--- src/rtl/lsu_mem_master_pkg.sv ---
// Shared definitions for the load/store unit memory master: RV32I size codes,
// FSM state encoding, request legality and lane-extraction helpers.
package lsu_mem_master_pkg;

    // Word-index bits decoded by the attached data memory.
    localparam int LSU_MEM_AW = 8;

    localparam logic [2:0] F3_B  = 3'b000;
    localparam logic [2:0] F3_H  = 3'b001;
    localparam logic [2:0] F3_W  = 3'b010;
    localparam logic [2:0] F3_BU = 3'b100;
    localparam logic [2:0] F3_HU = 3'b101;

    typedef enum logic [1:0] {
        S_IDLE  = 2'd0,
        S_READ  = 2'd1,
        S_WRITE = 2'd2,
        S_RESP  = 2'd3
    } lsu_state_e;

    // A request is refused when the size code is not legal for its direction
    // or when the address is not naturally aligned for that size.
    function automatic logic lsu_req_err(input logic we, input logic [2:0] f3,
                                         input logic [1:0] off);
        logic err;
        err = 1'b0;
        case (f3)
            F3_B:    err = 1'b0;
            F3_H:    err = off[0];
            F3_W:    err = (off != 2'b00);
            F3_BU:   err = we;
            F3_HU:   err = we | off[0];
            default: err = 1'b1;
        endcase
        return err;
    endfunction

    function automatic logic [7:0] lsu_byte_lane(input logic [31:0] word,
                                                 input logic [1:0] off);
        return word[{off, 3'b000} +: 8];
    endfunction

    function automatic logic [15:0] lsu_half_lane(input logic [31:0] word,
                                                  input logic hsel);
        return word[{hsel, 4'b0000} +: 16];
    endfunction

endpackage

--- src/rtl/lsu_mem_master_if.sv ---
// Core-side request/response handshake plus the word-memory port, bundled so
// the LSU (master) and its environment (slave) see matching directions.
interface lsu_mem_master_if;

    logic        req_valid;
    logic        req_ready;
    logic        req_we;
    logic [2:0]  req_funct3;
    logic [31:0] req_addr;
    logic [31:0] req_wdata;

    logic        resp_valid;
    logic        resp_ready;
    logic [31:0] resp_rdata;
    logic        resp_err;

    logic        mem_read;
    logic        mem_write;
    logic [31:0] mem_addr;
    logic [31:0] mem_wdata;
    logic [31:0] mem_rdata;

    modport master (
        input  req_valid, req_we, req_funct3, req_addr, req_wdata,
        input  resp_ready, mem_rdata,
        output req_ready, resp_valid, resp_rdata, resp_err,
        output mem_read, mem_write, mem_addr, mem_wdata
    );

    modport slave (
        output req_valid, req_we, req_funct3, req_addr, req_wdata,
        output resp_ready, mem_rdata,
        input  req_ready, resp_valid, resp_rdata, resp_err,
        input  mem_read, mem_write, mem_addr, mem_wdata
    );

endinterface

--- src/rtl/lsu_mem_master_align.sv ---
// Combinational lane logic: extracts and extends load data from a memory word,
// and merges a right-aligned byte/half into an existing word for stores.
module lsu_mem_master_align
    import lsu_mem_master_pkg::*;
(
    input  logic [2:0]  funct3_i,
    input  logic [1:0]  off_i,
    input  logic [31:0] load_word_i,
    input  logic [31:0] old_word_i,
    input  logic [31:0] store_data_i,
    output logic [31:0] load_data_o,
    output logic [31:0] store_word_o
);

    logic [7:0]  byte_v;
    logic [15:0] half_v;

    assign byte_v = lsu_byte_lane(load_word_i, off_i);
    assign half_v = lsu_half_lane(load_word_i, off_i[1]);

    // Load extract: pick the addressed lane and sign- or zero-extend it.
    always_comb begin
        load_data_o = 32'h0;
        case (funct3_i)
            F3_B:    load_data_o = {{24{byte_v[7]}}, byte_v};
            F3_BU:   load_data_o = {24'h0, byte_v};
            F3_H:    load_data_o = {{16{half_v[15]}}, half_v};
            F3_HU:   load_data_o = {16'h0, half_v};
            F3_W:    load_data_o = load_word_i;
            default: load_data_o = 32'h0;
        endcase
    end

    // Store merge: overwrite only the addressed lane of the previously read word.
    always_comb begin
        store_word_o = old_word_i;
        case (funct3_i)
            F3_B:    store_word_o[{off_i, 3'b000} +: 8]     = store_data_i[7:0];
            F3_H:    store_word_o[{off_i[1], 4'b0000} +: 16] = store_data_i[15:0];
            default: store_word_o = store_data_i;
        endcase
    end

endmodule

--- src/rtl/lsu_mem_master.sv ---
// Load/store unit memory master: accepts one request at a time, performs a
// single read, single write, or read-modify-write on the word memory, and
// returns one response per request.
module lsu_mem_master
    import lsu_mem_master_pkg::*;
(
    input  logic             clk,
    input  logic             rst_n,
    lsu_mem_master_if.master bus
);

    lsu_state_e  state_q, state_d;
    logic [31:0] addr_q;
    logic [31:0] wdata_q;
    logic [31:0] old_q;
    logic [31:0] rdata_q;
    logic [2:0]  f3_q;
    logic        we_q;
    logic        err_q;

    logic        req_err;
    logic        accept;
    logic [31:0] load_data;
    logic [31:0] store_word;

    assign req_err = lsu_req_err(bus.req_we, bus.req_funct3, bus.req_addr[1:0]);
    assign accept  = bus.req_valid && (state_q == S_IDLE);

    lsu_mem_master_align u_align (
        .funct3_i     (f3_q),
        .off_i        (addr_q[1:0]),
        .load_word_i  (bus.mem_rdata),
        .old_word_i   (old_q),
        .store_data_i (wdata_q),
        .load_data_o  (load_data),
        .store_word_o (store_word)
    );

    // State register; reset aborts any access in flight.
    always_ff @(posedge clk or negedge rst_n) begin
        if (!rst_n) begin
            state_q <= S_IDLE;
        end else begin
            state_q <= state_d;
        end
    end

    // Next state and all outward signals; memory strobes depend on state only
    // so that reset removes them without waiting for a clock edge.
    always_comb begin
        state_d        = state_q;
        bus.req_ready  = 1'b0;
        bus.resp_valid = 1'b0;
        bus.resp_rdata = 32'h0;
        bus.resp_err   = 1'b0;
        bus.mem_read   = 1'b0;
        bus.mem_write  = 1'b0;
        bus.mem_addr   = 32'h0;
        bus.mem_wdata  = 32'h0;
        case (state_q)
            S_IDLE: begin
                bus.req_ready = 1'b1;
                if (bus.req_valid) begin
                    if (req_err)
                        state_d = S_RESP;
                    else if (!bus.req_we || (bus.req_funct3 != F3_W))
                        state_d = S_READ;
                    else
                        state_d = S_WRITE;
                end
            end
            S_READ: begin
                bus.mem_read = 1'b1;
                bus.mem_addr = {2'b00, addr_q[31:2]};
                state_d      = we_q ? S_WRITE : S_RESP;
            end
            S_WRITE: begin
                bus.mem_write = 1'b1;
                bus.mem_addr  = {2'b00, addr_q[31:2]};
                bus.mem_wdata = store_word;
                state_d       = S_RESP;
            end
            S_RESP: begin
                bus.resp_valid = 1'b1;
                bus.resp_rdata = rdata_q;
                bus.resp_err   = err_q;
                if (bus.resp_ready)
                    state_d = S_IDLE;
            end
            default: state_d = S_IDLE;
        endcase
    end

    // Request capture on accept; memory word and load result captured in READ.
    always_ff @(posedge clk or negedge rst_n) begin
        if (!rst_n) begin
            addr_q  <= 32'h0;
            wdata_q <= 32'h0;
            old_q   <= 32'h0;
            rdata_q <= 32'h0;
            f3_q    <= 3'b000;
            we_q    <= 1'b0;
            err_q   <= 1'b0;
        end else if (accept) begin
            addr_q  <= bus.req_addr;
            wdata_q <= bus.req_wdata;
            f3_q    <= bus.req_funct3;
            we_q    <= bus.req_we;
            err_q   <= req_err;
            rdata_q <= 32'h0;
        end else if (state_q == S_READ) begin
            old_q <= bus.mem_rdata;
            if (!we_q)
                rdata_q <= load_data;
        end
    end

endmodule
--- src/flat_wrapper.sv ---
// flat-port wrapper written by rule: the top's interface ports become plain ports
module lsu_mem_master_flat import lsu_mem_master_pkg::*;
  (clk, rst_n, bus_req_valid, bus_req_we, bus_req_funct3, bus_req_addr, bus_req_wdata, bus_resp_ready, bus_mem_rdata, bus_req_ready, bus_resp_valid, bus_resp_rdata, bus_resp_err, bus_mem_read, bus_mem_write, bus_mem_addr, bus_mem_wdata);
  lsu_mem_master_if bus_i ();
  input  logic clk;
  input  logic rst_n;
  input wire logic [$bits(bus_i.req_valid)-1:0] bus_req_valid;
  input wire logic [$bits(bus_i.req_we)-1:0] bus_req_we;
  input wire logic [$bits(bus_i.req_funct3)-1:0] bus_req_funct3;
  input wire logic [$bits(bus_i.req_addr)-1:0] bus_req_addr;
  input wire logic [$bits(bus_i.req_wdata)-1:0] bus_req_wdata;
  input wire logic [$bits(bus_i.resp_ready)-1:0] bus_resp_ready;
  input wire logic [$bits(bus_i.mem_rdata)-1:0] bus_mem_rdata;
  output wire logic [$bits(bus_i.req_ready)-1:0] bus_req_ready;
  output wire logic [$bits(bus_i.resp_valid)-1:0] bus_resp_valid;
  output wire logic [$bits(bus_i.resp_rdata)-1:0] bus_resp_rdata;
  output wire logic [$bits(bus_i.resp_err)-1:0] bus_resp_err;
  output wire logic [$bits(bus_i.mem_read)-1:0] bus_mem_read;
  output wire logic [$bits(bus_i.mem_write)-1:0] bus_mem_write;
  output wire logic [$bits(bus_i.mem_addr)-1:0] bus_mem_addr;
  output wire logic [$bits(bus_i.mem_wdata)-1:0] bus_mem_wdata;
  assign bus_i.req_valid = bus_req_valid;
  assign bus_i.req_we = bus_req_we;
  assign bus_i.req_funct3 = bus_req_funct3;
  assign bus_i.req_addr = bus_req_addr;
  assign bus_i.req_wdata = bus_req_wdata;
  assign bus_i.resp_ready = bus_resp_ready;
  assign bus_i.mem_rdata = bus_mem_rdata;
  assign bus_req_ready = bus_i.req_ready;
  assign bus_resp_valid = bus_i.resp_valid;
  assign bus_resp_rdata = bus_i.resp_rdata;
  assign bus_resp_err = bus_i.resp_err;
  assign bus_mem_read = bus_i.mem_read;
  assign bus_mem_write = bus_i.mem_write;
  assign bus_mem_addr = bus_i.mem_addr;
  assign bus_mem_wdata = bus_i.mem_wdata;
  lsu_mem_master u_core (.clk(clk), .rst_n(rst_n), .bus(bus_i));
endmodule
--- config.mk ---
export PLATFORM = sky130hd
export DESIGN_NAME = lsu_mem_master_flat
export DESIGN_NICKNAME = d
export VERILOG_FILES = /design/src/rtl/lsu_mem_master_pkg.sv /design/src/rtl/lsu_mem_master_if.sv /design/src/rtl/lsu_mem_master_align.sv /design/src/rtl/lsu_mem_master.sv /design/src/flat_wrapper.sv
export SDC_FILE = /design/constraint.sdc
export NUM_CORES = 1
export LEC_CHECK = 0
export ABC_AREA = 1
export CAP_MARGIN = 20
export CORE_MARGIN = 2
export CORE_UTILIZATION = 38
export DETAILED_ROUTE_END_ITERATION = 8
export DONT_BUFFER_PORTS = 1
export RECOVER_POWER = 25
export SKIP_LAST_GASP = 1
export SLEW_MARGIN = 20
export SYNTH_ARGS = -nofsm -noshare
export SYNTH_HDL_FRONTEND = slang
export SYNTH_SLANG_ARGS = --single-unit
--- constraint.sdc ---
create_clock -name clk -period 2.55 [get_ports clk]
set_input_delay 0.255 -clock clk [delete_from_list [all_inputs] [get_ports clk]]
set_output_delay 0.255 -clock clk [all_outputs]
set_load 0.02 [all_outputs]
==> results_dict.tcl <==
set metrics [dict create \
    worst_slew_pin_slew_ns 0.794 \
    grt_max_degree 136 \
    arrival_ns 2.21 \
    antenna_found_initial 0 \
    num_vias 7743 \
    drtIter0Drc 565 \
    reg2reg_slack_ns 0.44 \
    gr-total-overflow 0 \
    setup-violations-final 0 \
    synthMuxAreaShare_pct 0 \
    p_leak_nw 5.57 \
    crit_cells 10 \
    syn_area_per_cell_um2 6.50 \
    yosys.area_share.simple_pct 38.3 \
    crit_fanout 8 \
    yosysWarnings 0 \
    final.setup_skew_ns 0.00890 \
    slowest_stage "dfrtp_1" \
    gr-usage-met1_pct 30.6 \
    final-hold-violation-count 135 \
    num_antenna_cells 0 \
    synth_seq_cells 135 \
    die_x_um 148 \
    drt-total-wl_um 25400 \
    cts.hold.buffers_added 82 \
    rsz0062_at_grt "yes" \
    critPathLaunch "u_core.addr_q[0]$_DFFE_PN0P_" \
    die_area_um2 21900 \
    area_delta_synth_final_pct 25.3 \
    cp_top_family "buffers and inverters" \
    cts_buffer_depth 2 \
    syn_inst 1214 \
    grtUsageTotal_pct 23.1 \
    worstSetupEndpoint "bus_mem_wdata[22]" \
    timing.rr.start "u_core.addr_q[1]$_DFFE_PN0P_" \
    grt_pass1_vias 7228 \
    post-route-util_pct 48.7 \
    reg2regPathDepth 10 \
    fin_nets 1426 \
    synth-compound-area-share_pct 6.92 \
    drc_errors 0 \
    crit_path_end_kind "output pin" \
    grt_use_met2_pct 37.3 \
    dp_hpwl_um 17600 \
    finalSetupTns_ns 0 \
    yosysTopAreaCell "dfrtp_1" \
    die_h_um 148 \
    ir_drop_mv 0.669 \
    grt_pass1_wl_um 39600 \
    start_util_pct 38.9 \
    whs_ns -0.464 \
    ant_nets 0 \
    slew_headroom_pct 46.9 \
    fp.coreArea_um2 20300 \
    clock_latency_ns 0.42 \
    drive_above_1_share_pct 9.06 \
    failed_checks "negative hold slack" \
    max_freq_mhz 405 \
    outcome "finished, violations left" \
    root_buffer "clkbuf_16" \
    firstDrtPassIters 5 \
    cpPeakStageDelay_ns 0.41 \
    post_synth_fa_ha_maj_area_fraction_pct 1.43 \
    rows 52 \
    fin_crit_ns 2.47 \
    mostFrequentLayoutCells "nand2_1 (589), dfrtp_1 (135), inv_1 (124), nor2_1 (92), dlygate4sd3_1 (82)" \
    placed_area_um2 8320 \
    critPathLaunchType "flop" \
    io_pins 205 \
    gp_congestion 0.917 \
    cts_tree "built" \
    cts-buffers-inserted 17 \
    path_buf_inv 4 \
    via_per_inst 4.85 \
    crit_type "reg2out" \
    final_cell_area_um2 9880 \
    synth_cell_type_count 29 \
    path_cells "clkinvlp_4 > buf_4 > ha_1 > clkinv_1 > nor2_2 > nand3_1 > a21oi_1 > nor2_1 > nor2_1 > buf_4" \
    cts_max_level 4 \
    layout_worst_path_cycle_share_pct 96.8 \
    required_ns 2.30 \
    yosys-top-cells-area "dfrtp_1 (43%), nand2_1 (28%), inv_1 (6.0%), nor2_1 (4.7%), nand3_1 (3.9%)" \
    yosys.area_share.xor_xnor_pct 0 \
    syn_area_um2 7890 \
    slew_viol_final 0 \
    max-cap-violations 0 \
    synth_top_family_by_area "simple AND/OR/NAND/NOR gates" \
    p_per_area_nw_per_um2 1320 \
    netlist.area_leader.share_pct 42.8 \
    grt_busiest_layer "met2" \
    io_buffers 0 \
    hold_class "in2async" \
    final_common_cell "nand2_1" \
    global_route.usage.met3_pct 5.98 \
    synth_seq_area_share_pct 42.8 \
    wl_per_cell_um 15.9 \
    clkSinkCount 135 \
    clkTransAtPathRegs_ns 0.06 \
    reg2reg_to "u_core.rdata_q[13]$_DFFE_PN0P_" \
]
[through the flow]
| stage | hold WS [ns] | setup slack [ns] | std cells | power, mW |
|---|---|---|---|---|
| CTS | -0.483 | 0.00462 | 1591 | 13.0 |
| floorplan | -0.0406 | 0.127 | 1215 | 8.39 |
| detailed placement | -0.0347 | 0.375 | 1476 | 10.0 |
| global route | -0.492 | -0.0705 | 1595 | 14.1 |
| global placement | -0.0340 | 0.381 | 1476 | 9.97 |
| finish | -0.464 | 0.0824 | 1595 | 13.1 |
[how the worst min path moves through the flow]
| stage | endpoint | slack (ns) | depth (start not counted) |
|---|---|---|---|
| floorplan | u_core.addr_q[0]$_DFFE_PN0P_ | -0.04 | 0 |
| global placement | u_core.rdata_q[16]$_DFFE_PN0P_ | -0.03 | 0 |
| detailed placement | u_core.rdata_q[20]$_DFFE_PN0P_ | -0.03 | 0 |
| CTS | u_core.rdata_q[20]$_DFFE_PN0P_ | -0.48 | 0 |
| global route | u_core.rdata_q[16]$_DFFE_PN0P_ | -0.49 | 0 |
| finish | u_core.rdata_q[16]$_DFFE_PN0P_ | -0.46 | 0 |
[where the power goes]
part	leakage (nW)	internal [mW]	switching (mW)
Sequential	1.71	3.10	0.768
Clock	0.314	1.76	0.969
Combinational	3.54	2.03	4.44
Total	5.57	6.89	6.18
[flip-flops by register name, indices dropped and copies added, names as in the netlist]
register and cells:
u_core.old_q 32, u_core.we_q 1, u_core.f3_q 3, u_core.wdata_q 32, u_core.rdata_q 32, u_core.err_q 1, u_core.state_q 2, u_core.addr_q 32
[cell type report]
cell class / count / area (um2)
Clock inverter: 12 / 199
Multi-Input combinational cell: 882 / 3740
Timing Repair Buffer: 142 / 1270
Inverter: 135 / 518
Tap cell: 270 / 338
Fill cell: 2095 / 10400
Clock buffer: 19 / 443
Sequential cell: 135 / 3380
[logic make-up (layout without fill, tap and decap cells)]
group | Yosys count | in the layout
compound gates | 101 | 101
fa+ha+maj | 9 | 9
buf+inv | 198 | 308
flops | 135 | 135
other cells | 1 | 2
simple gates | 770 | 770
[Yosys cell counts]
cell / number
nand3_1: 62
o21ai_2: 1
clkinv_1: 2
inv_2: 6
a21boi_0: 5
a21boi_1: 1
ha_1: 9
a21oi_1: 25
dfrtp_1: 135
buf_2: 19
buf_6: 3
inv_1: 127
conb_1: 1
nor2_1: 99
buf_4: 10
and2_1: 1
nor2_2: 1
o22ai_1: 1
buf_1: 2
a22oi_1: 6
nor3_1: 1
o21ai_0: 60
nand3_2: 1
nand4_1: 11
nor2_4: 1
nand2_2: 2
nand2_1: 591
clkbuf_1: 29
o211ai_1: 2
[metal layers]
| metal | routed length, um | vias to the layer above |
|---|---|---|
| met3 | 1860 | 35 |
| met2 | 11800 | 251 |
| li1 | - | 3871 |
| met1 | 11300 | 3586 |
| met4 | 502 | 0 |
| met5 | 0 | - |
[what timing repair did]
| action | 4_1_cts | 5_1_grt |
|---|---|---|
| resized for setup | 1 | 21 |
| endpoints found under the setup margin | 17 | 29 |
| setup buffers | 2 | 4 |
| endpoints found under the hold margin | 217 | 135 |
| pin swaps | 0 | 0 |
(Power assumes the default switching activity.)
